`src/rtl/cmd_arbiter.sv`:
```
// cmd_arbiter: round-robin arbiter that hands one queued command at a time to an accelerator.
// Optional watchdog is compiled in with `define CMD_ARB_TIMEOUT_EN.
module cmd_arbiter #(
    parameter int          NUM_REQ        = 4,
    parameter int          CMD_WIDTH      = 32,
    parameter int unsigned TIMEOUT_CYCLES = 65535,
    localparam int         ID_W           = (NUM_REQ > 1) ? $clog2(NUM_REQ) : 1
) (
    input  logic                         clk,
    input  logic                         rstn,
    input  logic [NUM_REQ-1:0]           req_empty,
    input  logic [NUM_REQ*CMD_WIDTH-1:0] req_din,
    output logic [NUM_REQ-1:0]           req_read,
    input  logic                         args_ready,
    output logic                         ap_start,
    input  logic                         ap_ready,
    input  logic                         ap_done,
    output logic [CMD_WIDTH-1:0]         cmd_out,
    output logic [ID_W-1:0]              grant_id,
    output logic [NUM_REQ-1:0]           req_done,
    output logic                         busy,
    output logic                         timeout_err
);

    typedef enum logic [1:0] {
        IDLE       = 2'd0,
        WAIT_ARGS  = 2'd1,
        WAIT_READY = 2'd2,
        WAIT_DONE  = 2'd3
    } state_t;

    localparam logic [15:0] TIMEOUT_LIMIT = 16'(TIMEOUT_CYCLES);

    state_t                 state_q, state_d;
    logic [ID_W-1:0]        rr_ptr_q, rr_ptr_d;
    logic [ID_W-1:0]        grant_id_q, grant_id_d;
    logic [NUM_REQ-1:0]     req_read_q, req_read_d;
    logic [NUM_REQ-1:0]     req_done_q, req_done_d;
    logic                   ap_start_q, ap_start_d;
    logic [CMD_WIDTH-1:0]   cmd_q, cmd_d;
    logic [ID_W-1:0]        pick;
    logic                   pick_valid;

    function automatic logic [ID_W-1:0] wrap_idx(input logic [ID_W-1:0] base, input int off);
        return ID_W'((int'(base) + off) % NUM_REQ);
    endfunction

    // Scan downward so the closest non-empty requester at or after rr_ptr wins.
    always_comb begin
        pick_valid = 1'b0;
        pick       = '0;
        for (int k = NUM_REQ - 1; k >= 0; k--) begin
            if (!req_empty[wrap_idx(rr_ptr_q, k)]) begin
                pick_valid = 1'b1;
                pick       = wrap_idx(rr_ptr_q, k);
            end
        end
    end

`ifdef CMD_ARB_TIMEOUT_EN
    logic [15:0] wd_cnt_q, wd_cnt_d;
    logic        timeout_err_q, timeout_err_d;
`endif

    always_comb begin
        state_d    = state_q;
        rr_ptr_d   = rr_ptr_q;
        grant_id_d = grant_id_q;
        cmd_d      = cmd_q;
        ap_start_d = ap_start_q;
        req_read_d = '0;
        req_done_d = '0;
        case (state_q)
            IDLE: begin
                if (pick_valid) begin
                    req_read_d[pick] = 1'b1;
                    cmd_d            = req_din[int'(pick)*CMD_WIDTH +: CMD_WIDTH];
                    grant_id_d       = pick;
                    rr_ptr_d         = (pick == ID_W'(NUM_REQ - 1)) ? '0 : pick + 1'b1;
                    state_d          = WAIT_ARGS;
                end
            end
            WAIT_ARGS: begin
                if (args_ready) begin
                    ap_start_d = 1'b1;
                    state_d    = WAIT_READY;
                end
            end
            WAIT_READY: begin
                if (ap_ready) begin
                    ap_start_d = 1'b0;
                    if (ap_done) begin
                        req_done_d[grant_id_q] = 1'b1;
                        state_d                = IDLE;
                    end else begin
                        state_d = WAIT_DONE;
                    end
                end
            end
            WAIT_DONE: begin
                if (ap_done) begin
                    req_done_d[grant_id_q] = 1'b1;
                    state_d                = IDLE;
                end
            end
            default: begin
                ap_start_d = 1'b0;
                state_d    = IDLE;
            end
        endcase
`ifdef CMD_ARB_TIMEOUT_EN
        // An expired watchdog overrides any handshake seen on the same edge.
        wd_cnt_d      = wd_cnt_q;
        timeout_err_d = timeout_err_q;
        if (state_q == WAIT_ARGS && state_d == WAIT_READY) begin
            wd_cnt_d = '0;
        end else if (state_q == WAIT_READY || state_q == WAIT_DONE) begin
            wd_cnt_d = wd_cnt_q + 16'd1;
            if (wd_cnt_q == TIMEOUT_LIMIT) begin
                state_d       = IDLE;
                ap_start_d    = 1'b0;
                req_done_d    = '0;
                timeout_err_d = 1'b1;
            end
        end
`endif
    end

    always_ff @(posedge clk or negedge rstn) begin
        if (!rstn) begin
            state_q    <= IDLE;
            rr_ptr_q   <= '0;
            grant_id_q <= '0;
            cmd_q      <= '0;
            ap_start_q <= 1'b0;
            req_read_q <= '0;
            req_done_q <= '0;
        end else begin
            state_q    <= state_d;
            rr_ptr_q   <= rr_ptr_d;
            grant_id_q <= grant_id_d;
            cmd_q      <= cmd_d;
            ap_start_q <= ap_start_d;
            req_read_q <= req_read_d;
            req_done_q <= req_done_d;
        end
    end

`ifdef CMD_ARB_TIMEOUT_EN
    always_ff @(posedge clk or negedge rstn) begin
        if (!rstn) begin
            wd_cnt_q      <= '0;
            timeout_err_q <= 1'b0;
        end else begin
            wd_cnt_q      <= wd_cnt_d;
            timeout_err_q <= timeout_err_d;
        end
    end

    assign timeout_err = timeout_err_q;
`else
    logic unused_timeout;
    assign unused_timeout = ^TIMEOUT_LIMIT;
    assign timeout_err    = 1'b0;
`endif

    assign req_read = req_read_q;
    assign req_done = req_done_q;
    assign ap_start = ap_start_q;
    assign cmd_out  = cmd_q;
    assign grant_id = grant_id_q;
    assign busy     = (state_q != IDLE);

endmodule

```
`config.mk`:
```
export PLATFORM = sky130hd
export DESIGN_NAME = cmd_arbiter
export DESIGN_NICKNAME = d
export VERILOG_FILES = /design/src/rtl/cmd_arbiter.sv
export SDC_FILE = /design/constraint.sdc
export NUM_CORES = 1
export LEC_CHECK = 0
export BUFFER_PORTS_ARGS = -buffer_cell sky130_fd_sc_hd__buf_2
export CORE_ASPECT_RATIO = 0.75
export CORE_MARGIN = 2
export CORE_UTILIZATION = 33
export CTS_BUF_LIST = sky130_fd_sc_hd__clkbuf_4
export DETAILED_ROUTE_END_ITERATION = 12
export PLACE_DENSITY = 0.68
export SYNTH_ARGS = -nofsm -noshare
export SYNTH_HDL_FRONTEND = slang
export SYNTH_SLANG_ARGS = --single-unit
```
`constraint.sdc`:
```
create_clock -name clk -period 2.1 [get_ports clk]
set_clock_uncertainty 0.1 [all_clocks]
set_input_delay 0.105 -clock clk [delete_from_list [all_inputs] [get_ports clk]]
set_output_delay 0.105 -clock clk [all_outputs]
set_load 0.02 [all_outputs]
```
==> results.cfg, run 1 <==
[outcome]
status = stopped before the end
failed_stage = clock tree synthesis
firstError = [ERROR RSZ-0060] Max buffer count reached.

[synth]
synth.net_count = 385
syn_avg_cell_area_um2 = 10.88
yosys-top-cells-area = dfrtp_1 44%, mux2i_1 24%, o221ai_1 10%
synthXorXnorAreaFrac_pct = 0
synth_area_leader_cell = dfrtp_1
synth_edf_count = 0
async_flop_share_pct = 100.0
ys.flop_type = dfrtp_1
yosysTopAreaCellShare_pct = 43.78
synth_cells = 247
yosysSeqAreaShare_pct = 43.78
synth-compound-area-share_pct = 14.95
synth-simple-area-share_pct = 9.921
synth_area_um2 = 2686
yosysWarnings = 0
synth_cell_types = 35
synth_fa_ha_area_share_pct = 0.4658
synthMuxAreaShare_pct = 24.41
ys_ff_latch = 47
synth_top_family_by_area = multiplexers

[cts]
root_buffer = clkbuf_4
h-tree-depth = 2
post_cts_resized = 0
numClockSinks = 47
clock_path_buffers = 2
numCtsBuffers = 5
cts-hold-fix-buffers = 107
post_cts_buffers = 0

[placement]
portBuffers = 180
dp_hpwl_um = 5590
placed_area_um2 = 3672
place_congestion = 0.7412
place_inst = 521

[floorplanning]
start_util_pct = 34.08
die_w_um = 108.2
pin_count = 182
die_y_um = 82.14
rows = 28
## metrics by stage
step	utilization [%]	hold slack, ps	worst slack, ps
after detailed placement	46.59	32.47	112.3
after global placement	46.59	22.79	170.6
after floorplan	-	-290.6	178.5
## synth_stat cells, drive strengths merged, types with 2 or more instances
master  number
mux2i       64
inv          6
and3         2
nor2         4
nor3b        2
nor3         3
dfrtp       47
o21ai        8
buf         10
nand2       42
clkbuf       9
nand2b       2
o221ai      33
## kinds of logic after synthesis
logic type	Yosys count
muxes	65
and+or+nand+nor	60
AOI/OAI and AO/OA	48
DFF	47
buffers and inverters	25
adders and majority gates	1
other	1
==> run 2: changes to the inputs <==
==> config.mk (replaced) <==
export PLATFORM = sky130hd
export DESIGN_NAME = cmd_arbiter
export DESIGN_NICKNAME = d
export VERILOG_FILES = /design/src/rtl/cmd_arbiter.sv
export SDC_FILE = /design/constraint.sdc
export NUM_CORES = 1
export LEC_CHECK = 0
export BUFFER_PORTS_ARGS = -buffer_cell sky130_fd_sc_hd__buf_2
export CORE_MARGIN = 2
export CORE_UTILIZATION = 20
export DETAILED_ROUTE_END_ITERATION = 12
export PLACE_DENSITY_LB_ADDON = 0.15
export SYNTH_ARGS = -nofsm -noshare
export SYNTH_HDL_FRONTEND = slang
export SYNTH_SLANG_ARGS = --single-unit
==> constraint.sdc (replaced) <==
create_clock -name clk -period 2.75 [get_ports clk]
set_clock_uncertainty 0.1 [all_clocks]
set_input_delay 0.1375 -clock clk [delete_from_list [all_inputs] [get_ports clk]]
set_output_delay 0.1375 -clock clk [all_outputs]
set_load 0.02 [all_outputs]
==> run 2 against run 1 <==
  * The flow now finishes without violations
  * Synthesized cell count stayed put
  * Synthesized area unchanged
==> results.cfg, run 2 <==
[cts]
h-tree-depth = 2
post_cts_resized = 0
path_clk_slew_ps = 70
numClockSinks = 47
clock_path_buffers = 2
clk_latency_ps = 300
root_buffer = clkbuf_16
cts_tree = built
numCtsBuffers = 5

[flow_run]
drv_cap = 0

[outcome]
status = complete, no violations

[drt]
routedWlPerCell_um = 14.40
first_iter_violations = 99
drc = 0
firstDrtPassIters = 4
routed_wl_um = 8653
vias = 2632
ant_nets = 0
routed_via_density = 4.379

[critical_path]
worstSetupPathType = reg2reg
critPathLaunchType = register
rr_endpoint = cmd_out[19]
crit_path_max_fanout = 34
worst_ep_required_time_ps = 2820
rrSetupSlack_ps = 600
end_kind = register
r2r_cells = 5
critPathCapture = cmd_out[19]
worstPathArrival_ps = 2220
startpoint = rr_ptr_q[1]
crit-reg2reg-launch = rr_ptr_q[1]

[timing]
worstMarginPinSlew_ps = 588.0
timing.final.crit_share_pct = 78.17
fin_crit_ps = 2150
tns_ps = 0
slew_headroom_pct = 60.62
rsz0062_at_grt = no
fmax_ghz = 0.4652
hold_viol_final = 0
setup_violations = 0
slew_violations = 0
hold_slack_ps = 37.97

[floorplanning]
dieArea_um2 = 14370
start_util_pct = 20.37
pin_count = 182
core_area_um2 = 13190
rows = 42
die_w_um = 119.9
die_y_um = 119.9

[synth]
synth_cell_types = 35
synth-compound-area-share_pct = 14.95
synth_cells = 247
syn_avg_cell_area_um2 = 10.88
yosysWarnings = 0
synth_area_um2 = 2686
synth_area_leader_cell = dfrtp_1
synth_edf_count = 0
ys.flop_type = dfrtp_1
synthMuxAreaShare_pct = 24.41
synth.top_cells.by_count = 64 x mux2i_1, 47 x dfrtp_1, 42 x nand2_1
yosys-top-cells-area = dfrtp_1 44%, mux2i_1 24%, o221ai_1 10%
synth_top_family_by_area = multiplexers
synth.net_count = 385
async_flop_share_pct = 100.0
yosysMostFrequentCell = mux2i_1
yosysSeqAreaShare_pct = 43.78
synth_fa_ha_area_share_pct = 0.4658
synthXorXnorAreaFrac_pct = 0
ys_ff_latch = 47
yosysTopAreaCellShare_pct = 43.78
synth-simple-area-share_pct = 9.921

[power]
power_leakage_nw = 2.168
switching_share_pct = 42.38
peakVddDrop_mv = 0.3168
p_comb_share_pct = 51.2
seqPwrFrac_pct = 29.0
p_sw_mw = 1.732
p_clk_share_pct = 19.7
cell_internal_pwr_mw = 2.354
power_density_nw_per_um2 = 1035

[final_layout]
diodes = 0
ff_latch_area_um2 = 1176
layout_commonest_cell = buf_2
multi_input_area_um2 = 1354
area_growth_pct = 47.00
largest_reg_flops = 32
num-fill-cells = 1401
drive_above_1_share_pct = 48.00
layout_common_cells = 180 x buf_2, 64 x mux2i_1, 47 x dfrtp_1
num-nets-final = 562

[global_routing]
grt_antenna_before_repair = 0
grt_start_max_net_pins = 42
grt_usage_pct = 12.16
grt_pass1_vias = 2694
grt_pass1_wl_um = 13610
globalRouteOverflowTotal = 0

[min_path]
min_path_type = in2reg

[placement]
place_congestion = 0.7110
portBuffers = 180
dp_hpwl_um = 6329
[run 2: cell counts after synthesis]
Identical to the previous run, type by type.
[run 2: worst min path at each step]
stage,to,startpoint,cells after the start,slack (ps)
floorplan,ap_start,rstn,0,-260
global placement,cmd_out[0],rstn,1,60
detailed placement,cmd_out[0],rstn,1,60
CTS,state_q[0],ap_done,3,20
global route,state_q[0],ap_done,3,50
finish,state_q[0],ap_done,3,40
[run 2: logic make-up after synthesis]
group           Yosys count
other cells               1
fa+ha+maj                 1
flops                    47
buf+inv                  25
mux                      65
simple gates             60
compound gates           48
[run 2: layer usage]
metal | wire length, um | part of all wire [%] | track usage [%] | vias to the layer above
li1 | - | - | - | 1274
met1 | 3624 | 42 | 14.40 | 1250
met2 | 4281 | 49 | 21.25 | 100
met3 | 627 | 7.2 | 3.375 | 8
met4 | 119 | 1.4 | 3.897 | 0
met5 | 0 | 0 | 0 | -
[run 2: critical path, cell delays in order, from the launching register on]
cell and delay [ps]:
dfrtp_1 440, mux2_4 330, o221ai_4 210, buf_4 510, mux2i_1 260, o221ai_1 130
[run 2: timing repair]
action                    4_1_cts  5_1_grt
hold buffers                    1        0
buffers inserted                0        0
hold endpoints to repair       21        0
[run 2: area by class of cell]
type / count / area share (%)
clock buffers: 5 / 3.169
clock inverters: 3 / 1.711
inverters: 6 / 0.5703
multi-input cells: 175 / 34.28
flip-flops and latches: 47 / 29.78
well taps: 176 / 5.577
repair buffers: 189 / 24.90
[run 2: power groups by stage]
| stage | registers [mW] | clock network, mW | logic (mW) |
|---|---|---|---|
| 6_report | 1.19 | 0.807 | 2.09 |
| 5_1_grt | 1.24 | 0.870 | 2.31 |
| 4_1_cts | 1.19 | 0.849 | 2.15 |
| 3_5_place_dp | 1.20 | 0 | 2.15 |
| 3_3_place_gp | 1.20 | 0 | 2.12 |
| 2_1_floorplan | 1.51 | 0 | 1.17 |
[run 2: metrics by stage]
step	power [mW]	setup slack [ps]	utilization, %	cells	area, um2
after detailed placement	3.349	570.8	28.40	592	3746
final	4.086	600.4	29.94	601	3949
after floorplan	2.679	828.5	-	247	2686
after global placement	3.321	652.6	28.40	592	3746
after global routing	4.415	423.2	29.94	601	3949
after CTS	4.187	574.5	29.94	601	3949
Note: power is estimated with default switching activity, not from simulation.
